File: config.mk
export PLATFORM = sky130hd
export DESIGN_NAME = lamp_monitor
export DESIGN_NICKNAME = d
export VERILOG_FILES = /design/src/rtl/lamp_monitor.sv
export SDC_FILE = /design/constraint.sdc
export NUM_CORES = 1
export LEC_CHECK = 0
export CAP_MARGIN = 0
export CORE_MARGIN = 5
export CORE_UTILIZATION = 61
export CTS_BUF_LIST = sky130_fd_sc_hd__clkbuf_8
export DETAILED_ROUTE_END_ITERATION = 7
export PLACE_DENSITY = 0.87
export SYNTH_ARGS = -nofsm -noshare
export SYNTH_HDL_FRONTEND = slang
export SYNTH_SLANG_ARGS = --single-unit
File: constraint.sdc
create_clock -name clk -period 3.86 [get_ports clk]
set_input_delay 0.772 -clock clk [delete_from_list [all_inputs] [get_ports clk]]
set_output_delay 0.772 -clock clk [all_outputs]
set_load 0.02 [all_outputs]
File: src/rtl/lamp_monitor.sv
// lamp_monitor: watches the lamp drives of two streets and latches the first
// sequencing fault (conflict, not-one-hot, illegal transition, yellow too
// short, yellow too long). While faulted it produces a flashing-red enable.
// Optional feature: define LAMP_MONITOR_VIOL_CNT_EN to add an 8-bit saturating
// violation-cycle counter on viol_cnt; otherwise viol_cnt is tied to 0.
module lamp_monitor #(
    parameter int MIN_YEL   = 2,
    parameter int MAX_YEL   = 8,
    parameter int FLASH_DIV = 4
) (
    input  logic       clk,
    input  logic       reset,
    input  logic       LaG,
    input  logic       LaY,
    input  logic       LaR,
    input  logic       LbG,
    input  logic       LbY,
    input  logic       LbR,
    input  logic       clr,
    output logic       fault,
    output logic [2:0] fault_code,
    output logic       fault_b,
    output logic       flash,
    output logic [7:0] viol_cnt
);

    // yel_cnt must be able to hold MAX_YEL+1
    localparam int YW = $clog2(MAX_YEL + 2);
    localparam int FW = (FLASH_DIV > 1) ? $clog2(FLASH_DIV) : 1;

    localparam logic [YW-1:0] YEL_MIN = YW'(MIN_YEL);
    localparam logic [YW-1:0] YEL_MAX = YW'(MAX_YEL);
    localparam logic [YW-1:0] YEL_SAT = YW'(MAX_YEL + 1);
    localparam logic [FW-1:0] FLASH_RELOAD = FW'(FLASH_DIV - 1);

    localparam logic [2:0] CODE_NONE     = 3'b000;
    localparam logic [2:0] CODE_CONFLICT = 3'b001;
    localparam logic [2:0] CODE_BAD      = 3'b010;
    localparam logic [2:0] CODE_TRANS    = 3'b011;
    localparam logic [2:0] CODE_Y_SHORT  = 3'b100;
    localparam logic [2:0] CODE_Y_LONG   = 3'b101;

    typedef enum logic [1:0] {
        CLS_G   = 2'd0,
        CLS_Y   = 2'd1,
        CLS_R   = 2'd2,
        CLS_BAD = 2'd3
    } lamp_cls_e;

    function automatic lamp_cls_e classify(input logic g, input logic y, input logic r);
        case ({g, y, r})
            3'b100:  return CLS_G;
            3'b010:  return CLS_Y;
            3'b001:  return CLS_R;
            default: return CLS_BAD;
        endcase
    endfunction

    // Lowest-numbered single-street violation, conflict excluded.
    function automatic logic [2:0] street_code(input lamp_cls_e cur, input lamp_cls_e prev,
                                               input logic pv, input logic [YW-1:0] yc);
        logic [2:0] code;
        code = CODE_NONE;
        if (cur == CLS_BAD)
            code = CODE_BAD;
        else if (pv && ((prev == CLS_G && cur == CLS_R) ||
                        (prev == CLS_Y && cur == CLS_G) ||
                        (prev == CLS_R && cur == CLS_Y)))
            code = CODE_TRANS;
        else if (pv && prev == CLS_Y && cur == CLS_R && yc < YEL_MIN)
            code = CODE_Y_SHORT;
        else if (cur == CLS_Y && yc == YEL_MAX)
            code = CODE_Y_LONG;
        return code;
    endfunction

    // Non-Y clears; a count of 0 means Y is being entered; saturate above MAX_YEL.
    function automatic logic [YW-1:0] yel_next(input lamp_cls_e cur, input logic [YW-1:0] yc);
        if (cur != CLS_Y)
            return '0;
        else if (yc == '0)
            return YW'(1);
        else if (yc == YEL_SAT)
            return yc;
        else
            return yc + YW'(1);
    endfunction

    lamp_cls_e       cls_a, cls_b;
    lamp_cls_e       prev_a_q, prev_a_d, prev_b_q, prev_b_d;
    logic            prev_valid_q, prev_valid_d;
    logic [YW-1:0]   yel_a_q, yel_a_d, yel_b_q, yel_b_d;
    logic            fault_q, fault_d;
    logic [2:0]      code_q, code_d;
    logic            fb_q, fb_d;
    logic            flash_q, flash_d;
    logic [FW-1:0]   fcnt_q, fcnt_d;
    logic [2:0]      code_a, code_b, new_code;
    logic            new_b, conflict, viol;

    assign cls_a = classify(LaG, LaY, LaR);
    assign cls_b = classify(LbG, LbY, LbR);

    // Evaluate all checks against the registered history and pick the winner.
    always_comb begin
        code_a   = street_code(cls_a, prev_a_q, prev_valid_q, yel_a_q);
        code_b   = street_code(cls_b, prev_b_q, prev_valid_q, yel_b_q);
        conflict = (cls_a == CLS_G || cls_a == CLS_Y) && (cls_b == CLS_G || cls_b == CLS_Y);
        new_code = CODE_NONE;
        new_b    = 1'b0;
        if (conflict) begin
            new_code = CODE_CONFLICT;
        end else if (code_a != CODE_NONE && (code_b == CODE_NONE || code_a <= code_b)) begin
            new_code = code_a;
        end else if (code_b != CODE_NONE) begin
            new_code = code_b;
            new_b    = 1'b1;
        end
        viol = (new_code != CODE_NONE);
    end

    // Next-state for history, fault latch and flash timer.
    always_comb begin
        prev_a_d     = cls_a;
        prev_b_d     = cls_b;
        prev_valid_d = 1'b1;
        yel_a_d      = yel_next(cls_a, yel_a_q);
        yel_b_d      = yel_next(cls_b, yel_b_q);
        fault_d      = fault_q;
        code_d       = code_q;
        fb_d         = fb_q;
        flash_d      = 1'b0;
        fcnt_d       = FLASH_RELOAD;

        if (viol && (!fault_q || clr)) begin
            fault_d = 1'b1;
            code_d  = new_code;
            fb_d    = new_b;
        end else if (clr) begin
            fault_d = 1'b0;
            code_d  = CODE_NONE;
            fb_d    = 1'b0;
        end

        // Flash phase restarts only when fault rises, not on a clr-and-relatch.
        if (fault_d) begin
            if (!fault_q) begin
                flash_d = 1'b1;
                fcnt_d  = FLASH_RELOAD;
            end else if (fcnt_q == '0) begin
                flash_d = ~flash_q;
                fcnt_d  = FLASH_RELOAD;
            end else begin
                flash_d = flash_q;
                fcnt_d  = fcnt_q - FW'(1);
            end
        end
    end

    // State registers, cleared asynchronously.
    always_ff @(posedge clk or negedge reset) begin
        if (!reset) begin
            prev_a_q     <= CLS_G;
            prev_b_q     <= CLS_G;
            prev_valid_q <= 1'b0;
            yel_a_q      <= '0;
            yel_b_q      <= '0;
            fault_q      <= 1'b0;
            code_q       <= CODE_NONE;
            fb_q         <= 1'b0;
            flash_q      <= 1'b0;
            fcnt_q       <= '0;
        end else begin
            prev_a_q     <= prev_a_d;
            prev_b_q     <= prev_b_d;
            prev_valid_q <= prev_valid_d;
            yel_a_q      <= yel_a_d;
            yel_b_q      <= yel_b_d;
            fault_q      <= fault_d;
            code_q       <= code_d;
            fb_q         <= fb_d;
            flash_q      <= flash_d;
            fcnt_q       <= fcnt_d;
        end
    end

    assign fault      = fault_q;
    assign fault_code = code_q;
    assign fault_b    = fb_q;
    assign flash      = flash_q;

`ifdef LAMP_MONITOR_VIOL_CNT_EN
    logic [7:0] viol_cnt_q, viol_cnt_d;

    // Saturating count of violation cycles; clr only empties it on a clean cycle.
    always_comb begin
        viol_cnt_d = viol_cnt_q;
        if (viol) begin
            if (viol_cnt_q != 8'hFF)
                viol_cnt_d = viol_cnt_q + 8'd1;
        end else if (clr) begin
            viol_cnt_d = 8'd0;
        end
    end

    // Violation counter register.
    always_ff @(posedge clk or negedge reset) begin
        if (!reset)
            viol_cnt_q <= 8'd0;
        else
            viol_cnt_q <= viol_cnt_d;
    end

    assign viol_cnt = viol_cnt_q;
`else
    assign viol_cnt = 8'd0;
`endif

endmodule

==> impl_metrics.prom <==
# TYPE chip_impl_metric gauge
chip_impl_metric{name="critical_path_arrival",unit="ns"} 3.90
chip_impl_metric{name="path_max_fanout",unit=""} 7
chip_impl_info{name="setup.worst_path.class",value="primary input to flop"} 1
chip_impl_metric{name="detailedRoute.firstIterationViolations",unit=""} 67
chip_impl_metric{name="timing.final.hold_violations",unit=""} 0
chip_impl_metric{name="coreArea",unit="sq um"} 2500
chip_impl_metric{name="power_report.internal_total",unit="mW"} 0.408
chip_impl_metric{name="clock_latency",unit="ns"} 0.26
chip_impl_metric{name="cts.hold.buffers_added",unit=""} 0
chip_impl_metric{name="rows",unit=""} 18
chip_impl_metric{name="max_clock_freq",unit="MHz"} 266
chip_impl_metric{name="max_rail_drop_vdd",unit="uV"} 294
chip_impl_metric{name="p_seq_frac",unit=""} 0.447
chip_impl_info{name="synth.area.top_cells",value="sky130_fd_sc_hd__dfrtp_1, sky130_fd_sc_hd__ha_1, sky130_fd_sc_hd__buf_4"} 1
chip_impl_metric{name="power_per_unit_of_standard_cell_area",unit="nW/um^2"} 342
chip_impl_metric{name="cts_resized",unit=""} 0
chip_impl_metric{name="clock_power_share",unit=""} 0.238
chip_impl_metric{name="grt_start_max_net_pins",unit=""} 22
chip_impl_info{name="top_ff_cell_synth",value="sky130_fd_sc_hd__dfrtp_1"} 1
chip_impl_metric{name="cts_buffers",unit=""} 3
chip_impl_info{name="hold_path.startpoint",value="fcnt_q[0]"} 1
chip_impl_metric{name="cts.repair_timing.setup_buffer_count",unit=""} 0
chip_impl_metric{name="sw_frac",unit=""} 0.326
chip_impl_metric{name="ioPinCount",unit=""} 23
chip_impl_metric{name="crit_required",unit="ns"} 4.00
chip_impl_metric{name="cts_buffer_depth",unit=""} 2
chip_impl_info{name="crit_path_from",value="LbY"} 1
chip_impl_info{name="top_count_cell_post_synth",value="sky130_fd_sc_hd__dfrtp_1"} 1
chip_impl_metric{name="setup_viol_count_final",unit=""} 0
chip_impl_info{name="clock_tree_from_tritoncts",value="yes"} 1
chip_impl_metric{name="yosys_warnings",unit=""} 0
chip_impl_metric{name="fin_nets",unit=""} 206
chip_impl_metric{name="postSynth.asyncResetShare",unit=""} 1.00
chip_impl_metric{name="grt_use_total",unit=""} 0.195
chip_impl_metric{name="final_max_slew_viol_count",unit=""} 0
chip_impl_metric{name="timing_worst_slew_pin_value",unit="ns"} 0.934
chip_impl_metric{name="synth_cell_types",unit=""} 54
chip_impl_metric{name="dp.final_hpwl",unit="um"} 2470
chip_impl_metric{name="ant_nets",unit=""} 0
chip_impl_metric{name="die_height",unit="um"} 61.4
chip_impl_info{name="rr_startpoint",value="prev_b_q[1]"} 1
chip_impl_metric{name="place_congestion",unit=""} 0.841
chip_impl_info{name="critical_path.slowest_cell",value="sky130_fd_sc_hd__nor4b_1"} 1
chip_impl_info{name="worst_path_dominant_cell_family",value="compound AO/OA/AOI/OAI gates"} 1
chip_impl_metric{name="post_synthesis_mean_instance_area",unit="sq um"} 9.31
chip_impl_metric{name="cp_num_buf_inv",unit=""} 2
chip_impl_info{name="synthTopCellsByCount",value="sky130_fd_sc_hd__dfrtp_1, sky130_fd_sc_hd__inv_1, sky130_fd_sc_hd__nor2_1"} 1
chip_impl_metric{name="port_buffers",unit=""} 14
chip_impl_metric{name="synth_top_cell_area_share",unit=""} 0.326
chip_impl_metric{name="worst_setup_hold_path_clk_slew",unit="ns"} 0.08
chip_impl_info{name="startpoint_type",value="primary input"} 1
chip_impl_metric{name="initial_antenna_violation_count",unit=""} 0
chip_impl_metric{name="pleak",unit="nW"} 0.762
chip_impl_metric{name="synthesis.area",unit="sq um"} 1610
chip_impl_metric{name="n_antenna_cell",unit=""} 0
chip_impl_metric{name="overall_power",unit="mW"} 0.605
chip_impl_metric{name="count_of_state_elements_after_synthesis",unit=""} 21
chip_impl_info{name="rsz0062_at_grt",value="false"} 1
chip_impl_metric{name="global_route.overflow_total",unit=""} 0
chip_impl_info{name="critical_path.cell_chain",value="clkdlybuf4s50_1, buf_4, nor4b_1, nand4_1, o21ai_4, or2b_1, ha_1, o21ai_0, a32oi_1, o21ai_2, a21o_1, a211o_1"} 1
chip_impl_metric{name="power_frac_comb",unit=""} 0.316
chip_impl_metric{name="die_area",unit="sq um"} 3770
chip_impl_metric{name="wirelength",unit="um"} 3350
chip_impl_info{name="cts.root.buffer_cell",value="sky130_fd_sc_hd__clkbuf_8"} 1
chip_impl_metric{name="routed_wire_per_std_cell",unit="um"} 15.5
chip_impl_metric{name="post-route-cell-area",unit="sq um"} 1770
chip_impl_info{name="worstHoldPathType",value="flop to flop"} 1
chip_impl_metric{name="synth_enable_flop_cells",unit=""} 0
chip_impl_metric{name="via_density",unit=""} 5.92
chip_impl_info{name="cp_capture_type",value="flop"} 1
chip_impl_metric{name="drt_pre_antenna_iters",unit=""} 4
chip_impl_metric{name="via_count",unit=""} 1278
chip_impl_metric{name="layout-drive-gt1-share",unit=""} 0.0968
chip_impl_metric{name="initial_core_utilization",unit=""} 0.644
chip_impl_info{name="synth_top_area_cell",value="sky130_fd_sc_hd__dfrtp_1"} 1
chip_impl_metric{name="remaining_drc_errors",unit=""} 0
chip_impl_metric{name="finClkSkew",unit="ns"} 0.00602
chip_impl_metric{name="placed_cell_area",unit="sq um"} 1730
chip_impl_metric{name="synth-seq-area-share",unit=""} 0.326
chip_impl_metric{name="postSynthCellCount",unit=""} 173
chip_impl_metric{name="power_switching",unit="mW"} 0.197
chip_impl_metric{name="grt_pass1_wl",unit="um"} 5560
chip_impl_metric{name="post-route-util",unit=""} 0.708
chip_impl_info{name="result_of_the_run",value="completed"} 1
chip_impl_metric{name="timing.final.crit_period",unit="ns"} 3.76
chip_impl_metric{name="relSlewSlack",unit=""} 0.376
chip_impl_metric{name="clkSinkCount",unit=""} 21
chip_impl_metric{name="first_global_vias",unit=""} 1275
chip_impl_metric{name="slowest_delay",unit="ns"} 0.48
chip_impl_metric{name="htreeDepth",unit=""} 1
chip_impl_metric{name="syn_to_final_growth",unit="%"} 9.95
chip_impl_metric{name="chip_width",unit="um"} 61.4
chip_impl_metric{name="maxcap_violations",unit=""} 0
chip_impl_metric{name="finalCritPeriodShare",unit=""} 0.974
-- routing by layer --
| metal | part of all wire | global-route usage | vias to the layer above |
|---|---|---|---|
| li1 | - | - | 623 |
| met1 | 0.42 | 0.228 | 614 |
| met2 | 0.52 | 0.369 | 37 |
| met3 | 0.047 | 0.0377 | 4 |
| met4 | 0.0081 | 0.0364 | 0 |
| met5 | 0 | 0 | - |
-- cell usage in the layout, fill, tap and decap left out, drive strengths merged, types with 3 or more instances in the layout --
| cell type | synthesis | routed |
|---|---|---|
| dfrtp | 21 | 21 |
| inv | 13 | 14 |
| clkdlybuf4s50 | 0 | 14 |
| nor2 | 12 | 12 |
| o21ai | 11 | 11 |
| nand2 | 10 | 10 |
| ha | 10 | 10 |
| conb | 2 | 9 |
| nor2b | 7 | 7 |
| xor2 | 5 | 5 |
| nand3 | 5 | 5 |
| nand3b | 4 | 4 |
| mux2i | 4 | 4 |
| a21o | 4 | 4 |
| a211o | 3 | 3 |
| o21a | 3 | 3 |
| a32oi | 3 | 3 |
| a21oi | 3 | 3 |
| nand2b | 3 | 3 |
| clkbuf | 2 | 3 |
| buf | 13 | 3 |
-- state kept, by name, indices dropped and copies added (netlist names) --
signal        count
prev_a_q          2
fault_b           1
yel_a_q           4
yel_b_q           4
flash             1
fault             1
fault_code        3
prev_b_q          2
prev_valid_q      1
fcnt_q            2
-- stage by stage --
step | worst slack [ns] | cells | hold slack (ns) | setup TNS [ns]
2_1_floorplan | 0.663 | 180 | 0.469 | 0
3_3_place_gp | 0.171 | 212 | 0.482 | 0
3_5_place_dp | -0.0338 | 212 | 0.488 | -0.0338
4_1_cts | 0.169 | 216 | 0.500 | 0
5_1_grt | 0.0745 | 216 | 0.518 | 0
6_report | 0.0991 | 216 | 0.501 | 0
-- cell families after synthesis --
group,Yosys count,share of synthesized area
multiplexers,5,0.0319
adder cells (fa/ha/maj),10,0.0777
AND/OR/NAND/NOR,58,0.218
XOR/XNOR,6,0.0326
AO/OA/AOI/OAI,43,0.209
buffers and inverters,28,0.0995
other,2,0.00466
flip-flops,21,0.326
-- worst paths after layout --
check / endpoint / slack (ns) / depth (start not counted)
max: fault_code[0] / 0.1 / 12
min: fcnt_q[0] / 0.50 / 1
max reg2reg: fault_code[0] / 0.82 / 10
min reg2reg: fcnt_q[0] / 0.50 / 1
max in group asynchronous: yel_b_q[2] / 2.26 / 1
min in group asynchronous: yel_a_q[1] / 1.02 / 1
-- worst register-to-register path: cells and delay by family (launching register included) --
family,cells,cell delay (ns)
simple gates,3,0.98
flops,1,0.44
compound gates,6,1.20
fa+ha+maj,1,0.31
-- layout make-up --
class                      count  area, sq um
multi-input combinational    131          951
timing repair buffer          17          163
fill                         184          729
inverter                      13         48.8
tap                           30         37.5
sequential                    21          526
clock buffer                   3         41.3
clock inverter                 1         3.75
-- power groups by stage --
stage / Clock (mW) / Sequential (mW) / Combinational (mW)
after floorplan: 0 / 0.284 / 0.119
after global placement: 0 / 0.271 / 0.178
after detailed placement: 0 / 0.274 / 0.190
after CTS: 0.146 / 0.270 / 0.190
after global routing: 0.154 / 0.274 / 0.209
final: 0.144 / 0.270 / 0.191
Note: power is estimated with default switching activity, not from simulation.
